==> src/rtl/scan_chain_responder.sv <==
// CUT-side scan responder: shift chain, rotate/XOR response capture, load-length checking and pattern counters.
// Optional capture-bit forcing is compiled in when SCAN_FAULT_INJECT_EN is defined.
module scan_chain_responder #(
  parameter int                  SCAN_LEN  = 16,
  parameter logic [SCAN_LEN-1:0] RESP_XOR  = 16'hA5A5,
  parameter int                  FAULT_BIT = 0,
  parameter logic                FAULT_VAL = 1'b0
) (
  input  logic        clk,
  input  logic        rst,
  input  logic        cut_scanmode,
  input  logic        cut_sdi,
  input  logic        fault_en,
  output logic        cut_sdo,
  output logic [15:0] pattern_count,
  output logic [15:0] capture_count,
  output logic        load_error
);

  // Wide enough to hold the saturation value SCAN_LEN+1.
  localparam int CNT_W = $clog2(SCAN_LEN + 2);
  localparam logic [CNT_W-1:0] CNT_FULL = CNT_W'(SCAN_LEN);
  localparam logic [CNT_W-1:0] CNT_SAT  = CNT_W'(SCAN_LEN + 1);

  typedef enum logic [1:0] {
    S_IDLE,
    S_SHIFT,
    S_CAPTURE,
    S_HOLD
  } state_t;

  state_t              state;
  state_t              state_nxt;
  logic [SCAN_LEN-1:0] chain;
  logic [SCAN_LEN-1:0] resp;
  logic [SCAN_LEN-1:0] capture_val;
  logic [CNT_W-1:0]    shift_cnt;
  logic                do_shift;
  logic                do_capture;
  logic                first_shift;

  // NOTE: sequential state uses non-blocking assignments so every register samples pre-edge values.
  always_ff @(posedge clk) begin
    if (!rst) state <= S_IDLE;
    else      state <= state_nxt;
  end

  // NOTE: every always_comb output gets a default first, so no path can infer a latch.
  always_comb begin
    state_nxt = state;
    case (state)
      S_IDLE:    if (cut_scanmode) state_nxt = S_SHIFT;
      S_SHIFT:   if (!cut_scanmode) state_nxt = S_CAPTURE;
      S_CAPTURE: state_nxt = cut_scanmode ? S_SHIFT : S_HOLD;
      S_HOLD:    if (cut_scanmode) state_nxt = S_SHIFT;
      default:   state_nxt = S_IDLE;
    endcase
  end

  // Shifting is legal from any state; only the first low edge after a shift run captures.
  always_comb begin
    do_shift    = cut_scanmode;
    do_capture  = 1'b0;
    first_shift = 1'b1;
    if (state == S_SHIFT) begin
      do_capture  = !cut_scanmode;
      first_shift = 1'b0;
    end
  end

  assign resp = chain ^ {chain[0], chain[SCAN_LEN-1:1]} ^ RESP_XOR;

`ifdef SCAN_FAULT_INJECT_EN
  always_comb begin
    capture_val = resp;
    if (fault_en) capture_val[FAULT_BIT] = FAULT_VAL;
  end
`else
  assign capture_val = resp;

  // Fault controls are accepted but have no function in this build.
  logic fault_en_unused;
  assign fault_en_unused = fault_en;
  localparam int fault_cfg_unused = FAULT_BIT + int'(FAULT_VAL);
`endif

  always_ff @(posedge clk) begin
    if (!rst) begin
      chain         <= '0;
      shift_cnt     <= '0;
      pattern_count <= '0;
      capture_count <= '0;
      load_error    <= 1'b0;
    end else if (do_shift) begin
      chain <= {chain[SCAN_LEN-2:0], cut_sdi};
      if (first_shift)             shift_cnt <= CNT_W'(1);
      else if (shift_cnt != CNT_SAT) shift_cnt <= shift_cnt + CNT_W'(1);
    end else if (do_capture) begin
      chain         <= capture_val;
      capture_count <= capture_count + 16'd1;
      if (shift_cnt == CNT_FULL) pattern_count <= pattern_count + 16'd1;
      else                       load_error    <= 1'b1;
      shift_cnt     <= '0;
    end
  end

  assign cut_sdo = chain[SCAN_LEN-1];

endmodule

==> config.mk <==
export PLATFORM = sky130hd
export DESIGN_NAME = scan_chain_responder
export DESIGN_NICKNAME = d
export VERILOG_FILES = /design/src/rtl/scan_chain_responder.sv
export SDC_FILE = /design/constraint.sdc
export NUM_CORES = 1
export LEC_CHECK = 0
export CORE_AREA = 2 2 92 68
export DETAILED_ROUTE_END_ITERATION = 12
export DIE_AREA = 0 0 94 70
export GPL_TIMING_DRIVEN = 1
export PLACE_DENSITY = 0.73
export RECOVER_POWER = 50
export SLEW_MARGIN = 40
export SYNTH_ARGS = -nofsm -noshare
export SYNTH_HDL_FRONTEND = slang
export SYNTH_SLANG_ARGS = --single-unit
==> constraint.sdc <==
create_clock -name clk -period 1.9 [get_ports clk]
set_clock_uncertainty 0.1 [all_clocks]
set_input_delay 0.57 -clock clk [delete_from_list [all_inputs] [get_ports clk]]
set_output_delay 0.57 -clock clk [all_outputs]
set_load 0.005 [all_outputs]
==> Word-level counts from Yosys, hierarchy flattened <==
Index checks and enable logic that the tools add are counted.
{ "totals": {"reg_bits": 56, "latchBits": 0, "ramBits": 0, "mem_bits_ro": 0, "in_bits": 5, "out_inout_bits": 34, "word_cells": 41, "memories": 0} }
{ "classes": {"addsub": 3, "mul": 0, "n_div": 0, "n_lt_le_gt_ge": 0, "eq_ne": 8, "shifts": 0, "mux": 11, "n_bitwise": 4, "reduce_logical": 9} }
{ "op_table": {"columns": ["op", "count"], "rows": [
  ["16-bit by 1-bit adder with 16-bit output, second input constant", 2],
  ["16-bit two-way mux", 2],
  ["5-bit two-way mux", 4],
  ["16-bit bitwise XOR", 1],
  ["8-bit NOT", 1],
  ["2-bit two-way mux", 3],
  ["2-bit one-hot mux with 3 select lines", 1],
  ["2-bit AND reduction", 3],
  ["3-bit AND reduction", 2],
  ["5-bit by 1-bit adder with 5-bit output, second input constant", 1],
  ["5-bit == test, second input constant", 1],
  ["5-bit != test, second input constant", 1],
  ["2-bit == test, second input constant", 2],
  ["3-bit by 2-bit != test with 1-bit output, second input constant", 1],
  ["2-bit by 1-bit == test with 1-bit output, second input constant", 1],
  ["2-bit zero test", 1],
  ["2-bit by 1-bit != test with 1-bit output, second input constant", 1],
  ["2-bit != test, second input constant", 1],
  ["1-bit NOT", 2],
  ["2-bit nonzero test", 1],
  ["2-bit OR reduction", 1],
  ["1-bit zero test", 1],
  ["1-bit two-way mux", 1]
]} }

==> Longest topological paths before layout <==
Gate-level depths: netlist (run 1).
{ "depth": {"depth_word": 4, "mapped_depth": 8} }

==> Worst setup path after synthesis (run 1) <==
No wires, ideal clock.
{ "synth_path": {"path_kind": "input port to flip-flop", "start": "input port cut_scanmode", "end": "register pattern_count[12]", "arrival_ns": 1.697, "setup_slack_ns": 0.033, "path_stages": 4, "n_path_buf": 0, "cell_sequence": "nand4b_2 or3_4 or3_1 a21oi_1"} }
{ "synth_via": {"elab_chain_cells": 3, "elab_cells_between_ends": 4} }
{ "synth_rtl": {"columns": ["element", "line_no", "rtl"], "rows": [
  ["from (decl)", "11", "input logic cut_scanmode,"],
  ["1-bit zero test", "66", "do_capture = !cut_scanmode;"],
  ["1-bit two-way mux", "65", "if (state == S_SHIFT) begin"],
  ["3-bit AND reduction (no source line) *", null, null],
  ["to (signal assigned)", "101", "if (shift_cnt == CNT_FULL) pattern_count <= pattern_count + 16'd1;"],
  ["to (decl)", "15", "output logic [15:0] pattern_count,"]
]} }
Every way passes the cells marked *; elsewhere a longest branch is shown, timed or not.
A chain may end at the register's enable or synchronous reset.

==> Final worst setup path (run 1) <==
{ "layout_path": {"start": "register pattern_count[10]", "end": "output port pattern_count[10]"} }
No word-level cell between the ends.

==> run_results.csv, run 1 <==
group,metric,value,unit
sta,hold_viol,0,
critical_path,cp-end-kind,"output pin",
die,dieHeight,70,µm
finish,finalNonFillerCells,454,
synth,syn_area_per_cell,8.701,µm²
synth,synth_nets,317,
finish,synthToLayoutAreaGrowth,36.02,%
route,firstDrtPassIters,4,
die,fp-row-count,24,
synth,async_reset_ff_share,0,%
finish,drive_gt1_share,22.61,%
worst_hold_path,hold_class,"reg2reg",
synth,ys_seq_area_share,42.24,%
finish,final_area,3610,µm²
synth,yosysUniqueCellTypes,35,
synth,syn_area,2654,µm²
critical_path,required,1.23,ns
place,portBuffers,37,
critical_path,worstRegToRegCells,6,
route,first_iter_violations,119,
sta,min_period_over_period,98.59,%
synth,synth-seq-cells,56,
die,start_util,45.32,%
clock_tree,cts-buffers-inserted,5,
global_route,grt_start_max_net_pins,38,
place,gp_congestion,0.8410,
critical_path,crit_family,"buffers and inverters",
route,drt.antenna.violating_nets,0,
synth,synthCells,305,
critical_path,crit_arrival,1.20,ns
finish,nNetsFinal,388,
worst_hold_path,hold_path.startpoint,"pattern_count[13]",
critical_path,worst-path-max-fanout,5,
finish,antenna-diode-count,0,
synth,yosys_warnings,0,
worst_hold_path,holdPathStages,2,
synth,synth.area.top_cells,"dfxtp_1, xor2_1, nor2_1, xnor2_1, mux2i_1",
sta,setup_ws,0.02671,ns
clock_tree,insertion_delay,0.31,ns
route,post_drt_wl_per_cell,12.60,µm
clock_tree,cts.clk_slew.worst_paths,0.10,ns
die,io_pins,39,
synth,synth-main-ff-cell,"dfxtp_1",
route,num_vias,2327,
global_route,grt_pass1_wl,9680,µm
worst_hold_path,hold_end,"pattern_count[13]",
sta,slew-limit-headroom,73.61,%
sta,min_period,1.873,ns
die,die_area,6580,µm²
pwr,p_leak,1.449,nW
critical_path,max_stage_delay,0.51,ns
clock_tree,clockRootBuffer,"clkbuf_8",
run_status,status,"completed",
global_route,antenna_found_initial,0,
clock_tree,clock-sinks,56,
clock_tree,htreeDepth,2,
synth,synth_top_area_cell,"dfxtp_1",
place,post_dp_cell_area,3309,µm²
sta,worst_pin_slew,0.3904,ns
sta,slew_violations,0,
pwr,peakVddDrop,0.4651,mV
run,max-cap-violations,0,
synth,synth-edff-count,0,
global_route,grt_pass1_vias,2237,
place,post-place-ws,-0.5213,ns
synth,yosysTopAreaCellShare,42.24,%
clock_tree,cts_tree,"done",
global_route,overflow,0,
critical_path,worstPathBufferInverterCount,1,
critical_path,crit_path_cell_trace,"clkdlybuf4s50_1",
critical_path,slowest_stage,"clkdlybuf4s50_1",
place,placedCellCount,432,
die,die_w,94,µm
synth,yosys-top-cells-count,"dfxtp_1, nor2_1, nand2_1, xor2_1, xnor2_1",
sta,setup_tns,0,ns
route,viasPerCell,5.126,
pwr,p_per_area,753.0,nW/µm²
clock_tree,cts_buffer_depth,2,
route,drcViolationCount,0,
critical_path,reg2reg_to,"pattern_count[14]",
die,coreArea,5856,µm²
critical_path,r2r_slack,0.04,ns
sta,timing.hold.ws,0.3750,ns
global_route,grt_usage,17.79,%
synth,synth_most_common_cell,"dfxtp_1",
route,wl,5721,µm
sta,rsz0062_at_grt,"true",
place,post-dp-hpwl,3879,µm
sta,setup_violations,0,
critical_path,reg2reg_from,"shift_cnt[1]",
critical_path,start_kind,"flip-flop",
critical_path,crit_type,"reg2out",
sta,fmax,533.8,MHz
how the worst max path moves through the flow:
stage,endpoint,startpoint,cells after the start
2_1_floorplan,pattern_count[12],cut_scanmode,4
3_3_place_gp,pattern_count[15],cut_scanmode,5
3_5_place_dp,pattern_count[14],cut_scanmode,5
4_1_cts,pattern_count[14],pattern_count[14],1
5_1_grt,pattern_count[10],shift_cnt[0],7
6_report,pattern_count[10],pattern_count[10],1
per-stage QoR:
step	util, %	power [W]
6_report	61.65	0.002718
5_1_grt	61.65	0.002878
4_1_cts	58.87	0.002742
3_5_place_dp	56.52	0.002068
3_3_place_gp	56.52	0.002040
2_1_floorplan	-	0.001827
report_power, final:
| group | switching [W] | internal, W |
|---|---|---|
| combinational | 0.000360 | 0.000362 |
| sequential | 0.0000747 | 0.00125 |
| clock | 0.000380 | 0.000292 |
cell families after synthesis:
family                   synth area share [%]
AND/OR/NAND/NOR                         25.79
flip-flops                              42.24
XOR/XNOR                                13.20
AO/OA/AOI/OAI                           8.251
buffers and inverters                   3.442
multiplexers                            3.772
adder cells (fa/ha/maj)                 3.300
placed cells by master, fill, tap and decap left out, types with 2 or more instances in the layout:
master / Yosys / final
nand3_1: 10 / 10
or3_4: 2 / 3
mux2i_1: 10 / 10
dfxtp_2: 0 / 19
a21oi_1: 14 / 13
inv_1: 7 / 7
buf_4: 0 / 35
a211oi_1: 8 / 8
nand2_1: 22 / 22
clkbuf_8: 0 / 6
nand4_1: 10 / 10
inv_2: 2 / 2
o21ai_0: 11 / 11
clkdlybuf4s50_1: 0 / 32
xnor2_1: 18 / 18
dfxtp_1: 56 / 26
and4b_1: 3 / 3
and4_1: 4 / 4
ha_1: 7 / 6
or3_1: 6 / 5
nor2_1: 46 / 46
xor2_1: 22 / 22
nor4_1: 4 / 4
clkbuf_1: 8 / 2
dlymetal6s2s_1: 0 / 4
buf_12: 0 / 4
dfxtp_4: 0 / 11
nand2b_1: 12 / 12
nor3_1: 6 / 6
state kept, by name, summed over array words and instances, names as in the netlist:
register / cells
capture_count: 16
shift_cnt: 5
pattern_count: 16
state: 2
chain: 16
load_error: 1
routing by layer:
metal	track usage [%]	wire, µm	vias to the layer above
met5	0	0	-
met4	3.704	19	0
met3	4.531	235	4
met2	29.84	2741	41
met1	23.22	2725	1093
li1	-	-	1189
cell type report:
class | instances | area (µm²)
Sequential cell | 56 | 1186
Tap cell | 78 | 97.59
Inverter | 9 | 33.78
Multi-Input combinational cell | 226 | 1471
Clock buffer | 6 | 82.58
Timing Repair Buffer | 78 | 729.5
Clock inverter | 1 | 8.758
Fill cell | 507 | 2246
repair_timing:
item	4_1_cts	5_1_grt
gates resized for setup	25	26
pin swaps	1	4
buffers inserted	1	14
hold buffers	0	0
setup endpoints to repair	34	38
Note: power is estimated with default switching activity, not from simulation.
==> run 2: changes to the inputs <==
--- a/config.mk
+++ b/config.mk
@@ -5,13 +5,13 @@
 export SDC_FILE = /design/constraint.sdc
 export NUM_CORES = 1
 export LEC_CHECK = 0
-export CORE_AREA = 2 2 92 68
+export CORE_AREA = 3 3 93 69
 export DETAILED_ROUTE_END_ITERATION = 12
-export DIE_AREA = 0 0 94 70
+export DIE_AREA = 0 0 96 72
 export GPL_TIMING_DRIVEN = 1
 export PLACE_DENSITY = 0.73
 export RECOVER_POWER = 50
-export SLEW_MARGIN = 40
+export SLEW_MARGIN = 20
 export SYNTH_ARGS = -nofsm -noshare
 export SYNTH_HDL_FRONTEND = slang
 export SYNTH_SLANG_ARGS = --single-unit
==> run 2 against run 1 <==
  * Cell count is 0.88% lower
  * Sequential share of layout area grew 0.36 points
  * Critical path depth did not move
  * Non-clock buffer count is 2 lower
  * Largest cell class unchanged
  * Highest routed layer unchanged
  * Combinational power is 2% lower
==> run_results.csv, run 2 (synthesis results as in run 1) <==
group,metric,value,unit
sta,slew_violations,0,
sta,timing.hold.ws,0.3745,ns
global_route,antenna_found_initial,0,
clock_tree,insertion_delay,0.31,ns
critical_path,cp-end-kind,"output pin",
route,first_iter_violations,76,
critical_path,crit_arrival,1.19,ns
place,gp_congestion,0.7499,
global_route,grt_usage,16.98,%
clock_tree,clock-sinks,56,
route,drcViolationCount,0,
die,die_w,96,µm
worst_hold_path,hold_class,"reg2reg",
sta,hold_viol,0,
route,drt.antenna.violating_nets,0,
sta,worst_pin_slew,0.3661,ns
finish,antenna-diode-count,0,
die,coreArea,5612,µm²
sta,slew-limit-headroom,75.37,%
sta,min_period,1.860,ns
critical_path,start_kind,"flip-flop",
finish,fillers,478,
clock_tree,clockRootBuffer,"clkbuf_8",
clock_tree,htreeDepth,2,
global_route,overflow,0,
critical_path,r2r_slack,0.06,ns
route,post_drt_wl_per_cell,13.06,µm
pwr,peakVddDrop,0.6264,mV
finish,reg_top3,"capture_count (16), chain (16), pattern_count (16)",
critical_path,max_stage_delay,0.51,ns
die,start_util,47.29,%
critical_path,crit_start,"capture_count[5]",
global_route,grt_start_max_net_pins,24,
pwr,p_total,0.002667,W
pwr,p_per_area,735.4,nW/µm²
route,wl,5876,µm
sta,fmax,537.7,MHz
finish,ff_latch_area,1205,µm²
global_route,grt_pass1_vias,2105,
clock_tree,cts-buffers-inserted,5,
clock_tree,cts_buffer_depth,2,
run_status,status,"completed",
critical_path,worstPathBufferInverterCount,1,
finish,synthToLayoutAreaGrowth,36.68,%
critical_path,worst-path-max-fanout,4,
place,post-dp-hpwl,3928,µm
critical_path,worstRegToRegCells,6,
die,fp-row-count,23,
finish,nNetsFinal,386,
critical_path,reg2reg_from,"shift_cnt[1]",
finish,layout_common_cells,"nor2_1, buf_4, dfxtp_1, clkdlybuf4s50_1",
die,die_area,6912,µm²
critical_path,required,1.23,ns
sta,setup_violations,0,
finish,layout_commonest_cell,"nor2_1",
route,num_vias,2309,
global_route,grt_pass1_wl,9508,µm
finish,drive_gt1_share,23.47,%
die,dieHeight,72,µm
die,io_pins,39,
route,firstDrtPassIters,4,
critical_path,crit_family,"buffers and inverters",
critical_path,slowest_stage,"clkdlybuf4s50_1",
route,viasPerCell,5.131,
worst_hold_path,holdPathStages,2,
critical_path,crit_cells,1,
sta,min_period_over_period,97.89,%
pwr,p_leak,1.571,nW
run,max-cap-violations,0,
finish,multiInputGateArea,1479,µm²
critical_path,crit_type,"reg2out",
critical_path,crit_path_end,"capture_count[5]",
clock_tree,cts.clk_slew.worst_paths,0.10,ns
place,portBuffers,37,
clock_tree,cts_tree,"done",
critical_path,reg2reg_to,"pattern_count[14]",
critical_path,crit_path_cell_trace,"clkdlybuf4s50_1",
run 2: cell count changes in the layout (fill, tap and decap cells not counted), moves of 6 or more:
cell / previous run / this run
clkdlybuf4s50_1: 32 / 25
dfxtp_2: 19 / 13
dfxtp_4: 11 / 18
dlymetal6s2s_1: 4 / 11
run 2: metrics by stage:
step / setup WS (ns) / instances / util, % / instance area [µm²] / TNS, ns
6_report: 0.04011 / 450 / 64.64 / 3627 / 0
5_1_grt: -0.004830 / 450 / 64.64 / 3627 / -0.009109
4_1_cts: 0.0009847 / 437 / 61.05 / 3426 / 0
3_5_place_dp: -0.4888 / 428 / 58.55 / 3286 / -13.56
3_3_place_gp: -0.4432 / 428 / 58.55 / 3286 / -12.74
2_1_floorplan: 0.03256 / 305 / - / 2654 / 0
run 2: power by group:
group / internal [W] / total, W / leakage, nW / switching (W)
combinational: 0.000357 / 0.000710 / 1.05 / 0.000354
sequential: 0.00124 / 0.00131 / 0.476 / 0.0000741
clock: 0.000263 / 0.000645 / 0.0414 / 0.000382
total: 0.00186 / 0.00267 / 1.57 / 0.000810
run 2: per-layer routing:
layer | up-vias | wire [µm] | part of all wire (%) | track usage (%)
li1 | 1183 | - | - | -
met1 | 1080 | 2823 | 48 | 22.99
met2 | 40 | 2749 | 47 | 27.47
met3 | 6 | 246 | 4.2 | 3.731
met4 | 0 | 56 | 0.95 | 4.416
met5 | - | 0 | 0 | 0
run 2: area by class of cell:
cell class / instances / area share (%)
Sequential cell: 56 / 33.22
Tap cell: 75 / 2.587
Clock buffer: 6 / 2.001
Multi-Input combinational cell: 226 / 40.77
Inverter: 9 / 0.9314
Timing Repair Buffer: 76 / 20.04
Clock inverter: 2 / 0.4484
run 2: how the worst min path moves through the flow:
stage / start / end / slack [ns]
6_report: pattern_count[13] / pattern_count[13] / 0.37
5_1_grt: pattern_count[13] / pattern_count[13] / 0.40
4_1_cts: load_error / load_error / 0.39
3_5_place_dp: load_error / load_error / 0.36
3_3_place_gp: load_error / load_error / 0.36
2_1_floorplan: load_error / load_error / 0.36
run 2: timing repair:
item | 4_1_cts | 5_1_grt
buffers inserted | 1 | 13
resized for setup | 28 | 40
setup endpoints to repair | 37 | 37
hold buffers | 0 | 0
pin swaps | 3 | 3
==> run 3: changes to the inputs <==
--- a/config.mk
+++ b/config.mk
@@ -5,11 +5,12 @@
 export SDC_FILE = /design/constraint.sdc
 export NUM_CORES = 1
 export LEC_CHECK = 0
-export CORE_AREA = 3 3 93 69
+export ABC_AREA = 1
+export CORE_AREA = 3 3 95 70
 export DETAILED_ROUTE_END_ITERATION = 12
-export DIE_AREA = 0 0 96 72
+export DIE_AREA = 0 0 98 73
 export GPL_TIMING_DRIVEN = 1
-export PLACE_DENSITY = 0.73
+export PLACE_DENSITY = 0.74
 export RECOVER_POWER = 50
 export SLEW_MARGIN = 20
 export SYNTH_ARGS = -nofsm -noshare
==> run 3 against run 2 <==
  * Register-to-register slack better by 0.07 ns
  * Area after synthesis is 5.5% higher
  * Flip-flop and latch count stayed put
  * Global-route usage is 2.0 points higher
  * Fmax is 1.2% lower
  * Synthesized cell count is 32% higher
  * Sequential share of layout area is 0.54 points lower
  * Routed wire length is 16% higher
  * Via count is 18% higher
  * Clock-buffer cell count stayed put
  * Critical path depth stayed put
  * Worst hold slack better by 0.0041 ns
  * Largest power group unchanged
==> run_results.csv, run 3 <==
group,metric,value,unit
synth,syn_area,2800,µm²
finish,finalNonFillerCells,541,
die,die_w,98,µm
route,num_vias,2724,
synth,synth-main-ff-cell,"dfxtp_1",
route,viasPerCell,5.035,
synth,async_reset_ff_share,0,%
route,drcViolationCount,0,
synth,ys_seq_area_share,40.04,%
sta,hold_viol,0,
die,start_util,48.90,%
critical_path,start_kind,"flip-flop",
place,gp_congestion,0.8160,
critical_path,max_stage_delay,0.53,ns
finish,final_area,3603,µm²
global_route,globalRouteMet3Util,3.629,%
clock_tree,clock-sinks,56,
finish,layout_common_cells,"nand2_1, nor2_1, inv_1",
clock_tree,htreeDepth,2,
sta,slew_violations,0,
route,firstDrtPassIters,5,
clock_tree,insertion_delay,0.32,ns
finish,drive_gt1_share,14.81,%
global_route,met1_usage,25.09,%
global_route,grt_pass1_vias,2546,
die,fp-row-count,23,
worst_hold_path,hold_class,"reg2reg",
run_status,status,"completed",
synth,syn_area_per_cell,6.931,µm²
synth,synth.area.top_cells,"dfxtp_1, nand2_1, nor2_1, inv_1, xor2_1",
critical_path,crit_arrival,1.21,ns
sta,worst_pin_slew,0.4161,ns
die,dieHeight,73,µm
die,die_area,7154,µm²
place,portBuffers,37,
clock_tree,clockRootBuffer,"clkbuf_8",
critical_path,crit_family,"buffers and inverters",
synth,synth-edff-count,0,
pwr,p_leak,1.392,nW
critical_path,worstPathBufferInverterCount,1,
finish,synthToLayoutAreaGrowth,28.69,%
synth,synth-seq-cells,56,
sta,slew-limit-headroom,72.05,%
finish,antenna-diode-count,0,
die,coreArea,5727,µm²
critical_path,crit_type,"reg2out",
synth,yosys-top-cells-count,"nand2_1, dfxtp_1, nor2_1, inv_1, a21oi_1",
synth,yosysUniqueCellTypes,25,
global_route,use_met2,31.30,%
clock_tree,cts-buffers-inserted,5,
global_route,grt_start_max_net_pins,24,
clock_tree,ctsHoldBuffers,0,
synth,yosysTopAreaCellShare,40.04,%
global_route,busiest_layer,"met2",
route,post_drt_wl_per_cell,12.65,µm
global_route,grt_usage,18.96,%
synth,synthCells,404,
finish,fillers,501,
sta,timing.hold.ws,0.3786,ns
place,post-dp-hpwl,4592,µm
finish,nNetsFinal,477,
clock_tree,cts.clk_slew.worst_paths,0.10,ns
sta,min_period_over_period,99.10,%
pwr,peakVddDrop,0.4476,mV
place,placedCellCount,525,
critical_path,worst-path-max-fanout,3,
synth,synth_most_common_cell,"nand2_1",
route,wl,6841,µm
synth,synth_top_area_cell,"dfxtp_1",
finish,layout_commonest_cell,"nand2_1",
critical_path,slowest_stage,"clkdlybuf4s50_1",
route,drt.antenna.violating_nets,0,
critical_path,cp-end-kind,"output pin",
clock_tree,cts_buffer_depth,2,
sta,min_period,1.883,ns
pwr,p_per_area,728.0,nW/µm²
global_route,overflow,0,
synth,synth_nets,416,
sta,fmax,531.1,MHz
synth,yosys_warnings,0,
run,max-cap-violations,0,
sta,setup_violations,0,
die,io_pins,39,
clock_tree,cts_tree,"done",
route,first_iter_violations,120,
finish,reg_top3,"capture_count (16), chain (16), pattern_count (16)",
global_route,grt_pass1_wl,11160,µm
pwr,p_total,0.002623,W
place,post_dp_cell_area,3395,µm²
global_route,antenna_found_initial,0,
critical_path,required,1.23,ns
critical_path,crit_path_cell_trace,"clkdlybuf4s50_1",
-- run 3: cell types whose count changed after synthesis, sizes merged, moves of 5 or more --
cell    change
inv        +35
nor3        +5
nand2      +95
a211oi      -8
xnor2       -7
a31oi      +16
nand3      +10
a21oi       +7
xor2        -9
nand2b     -12
or3         -8
mux2i      -10
-- run 3: layer usage --
layer / share of wire (%) / vias to the layer above
li1: - / 1416
met1: 50 / 1232
met2: 44 / 64
met3: 4.3 / 12
met4: 1.6 / 0
met5: 0 / -
-- run 3: worst paths after layout --
kind / end / depth (start not counted) / slack, ns / start
max: pattern_count[15] / 1 / 0.02 / pattern_count[15]
min: capture_count[5] / 2 / 0.38 / capture_count[5]
max reg2reg: pattern_count[14] / 10 / 0.13 / state[1]
min reg2reg: capture_count[5] / 2 / 0.38 / capture_count[5]
-- run 3: final cells by class --
type	count	area, µm²	area share, %
clock buffers	6	82.58	2.292
multi-input cells	294	1483	41.15
inverters	44	165.2	4.583
flip-flops and latches	56	1177	32.67
repair buffers	64	591.8	16.42
clock inverters	2	10.01	0.2778
well taps	75	93.84	2.604
-- run 3: logic make-up after synthesis --
logic type	after synthesis	synth area share, %
AOI/OAI and AO/OA	54	10.63
xor gates and xnor gates	24	7.507
buffers and inverters	55	7.506
adders and majority gates	7	3.128
and+or+nand+nor	208	31.19
DFF	56	40.04
-- run 3: stage by stage --
| stage | setup TNS, ns | worst slack (ns) | util [%] |
|---|---|---|---|
| final | 0 | 0.01717 | 62.92 |
| after floorplan | 0 | 0.2333 | - |
| after CTS | 0 | 0.00001765 | 61.42 |
| after detailed placement | -7.908 | -0.2911 | 59.27 |
| after global routing | -0.02369 | -0.007925 | 62.92 |
| after global placement | -6.763 | -0.2449 | 59.27 |
-- run 3: repair_timing --
action                     CTS  global route
cloned                       0             1
setup endpoints to repair   21            33
hold endpoints to repair     0             0
gates resized for setup     22            21
pin swaps                    0             2
buffers inserted             0             7
-- run 3: report_power, final --
part | total, W | internal, W | switching (W)
clock network | 0.000705 | 0.000293 | 0.000412
registers | 0.00136 | 0.00126 | 0.0000977
logic | 0.000560 | 0.000248 | 0.000312
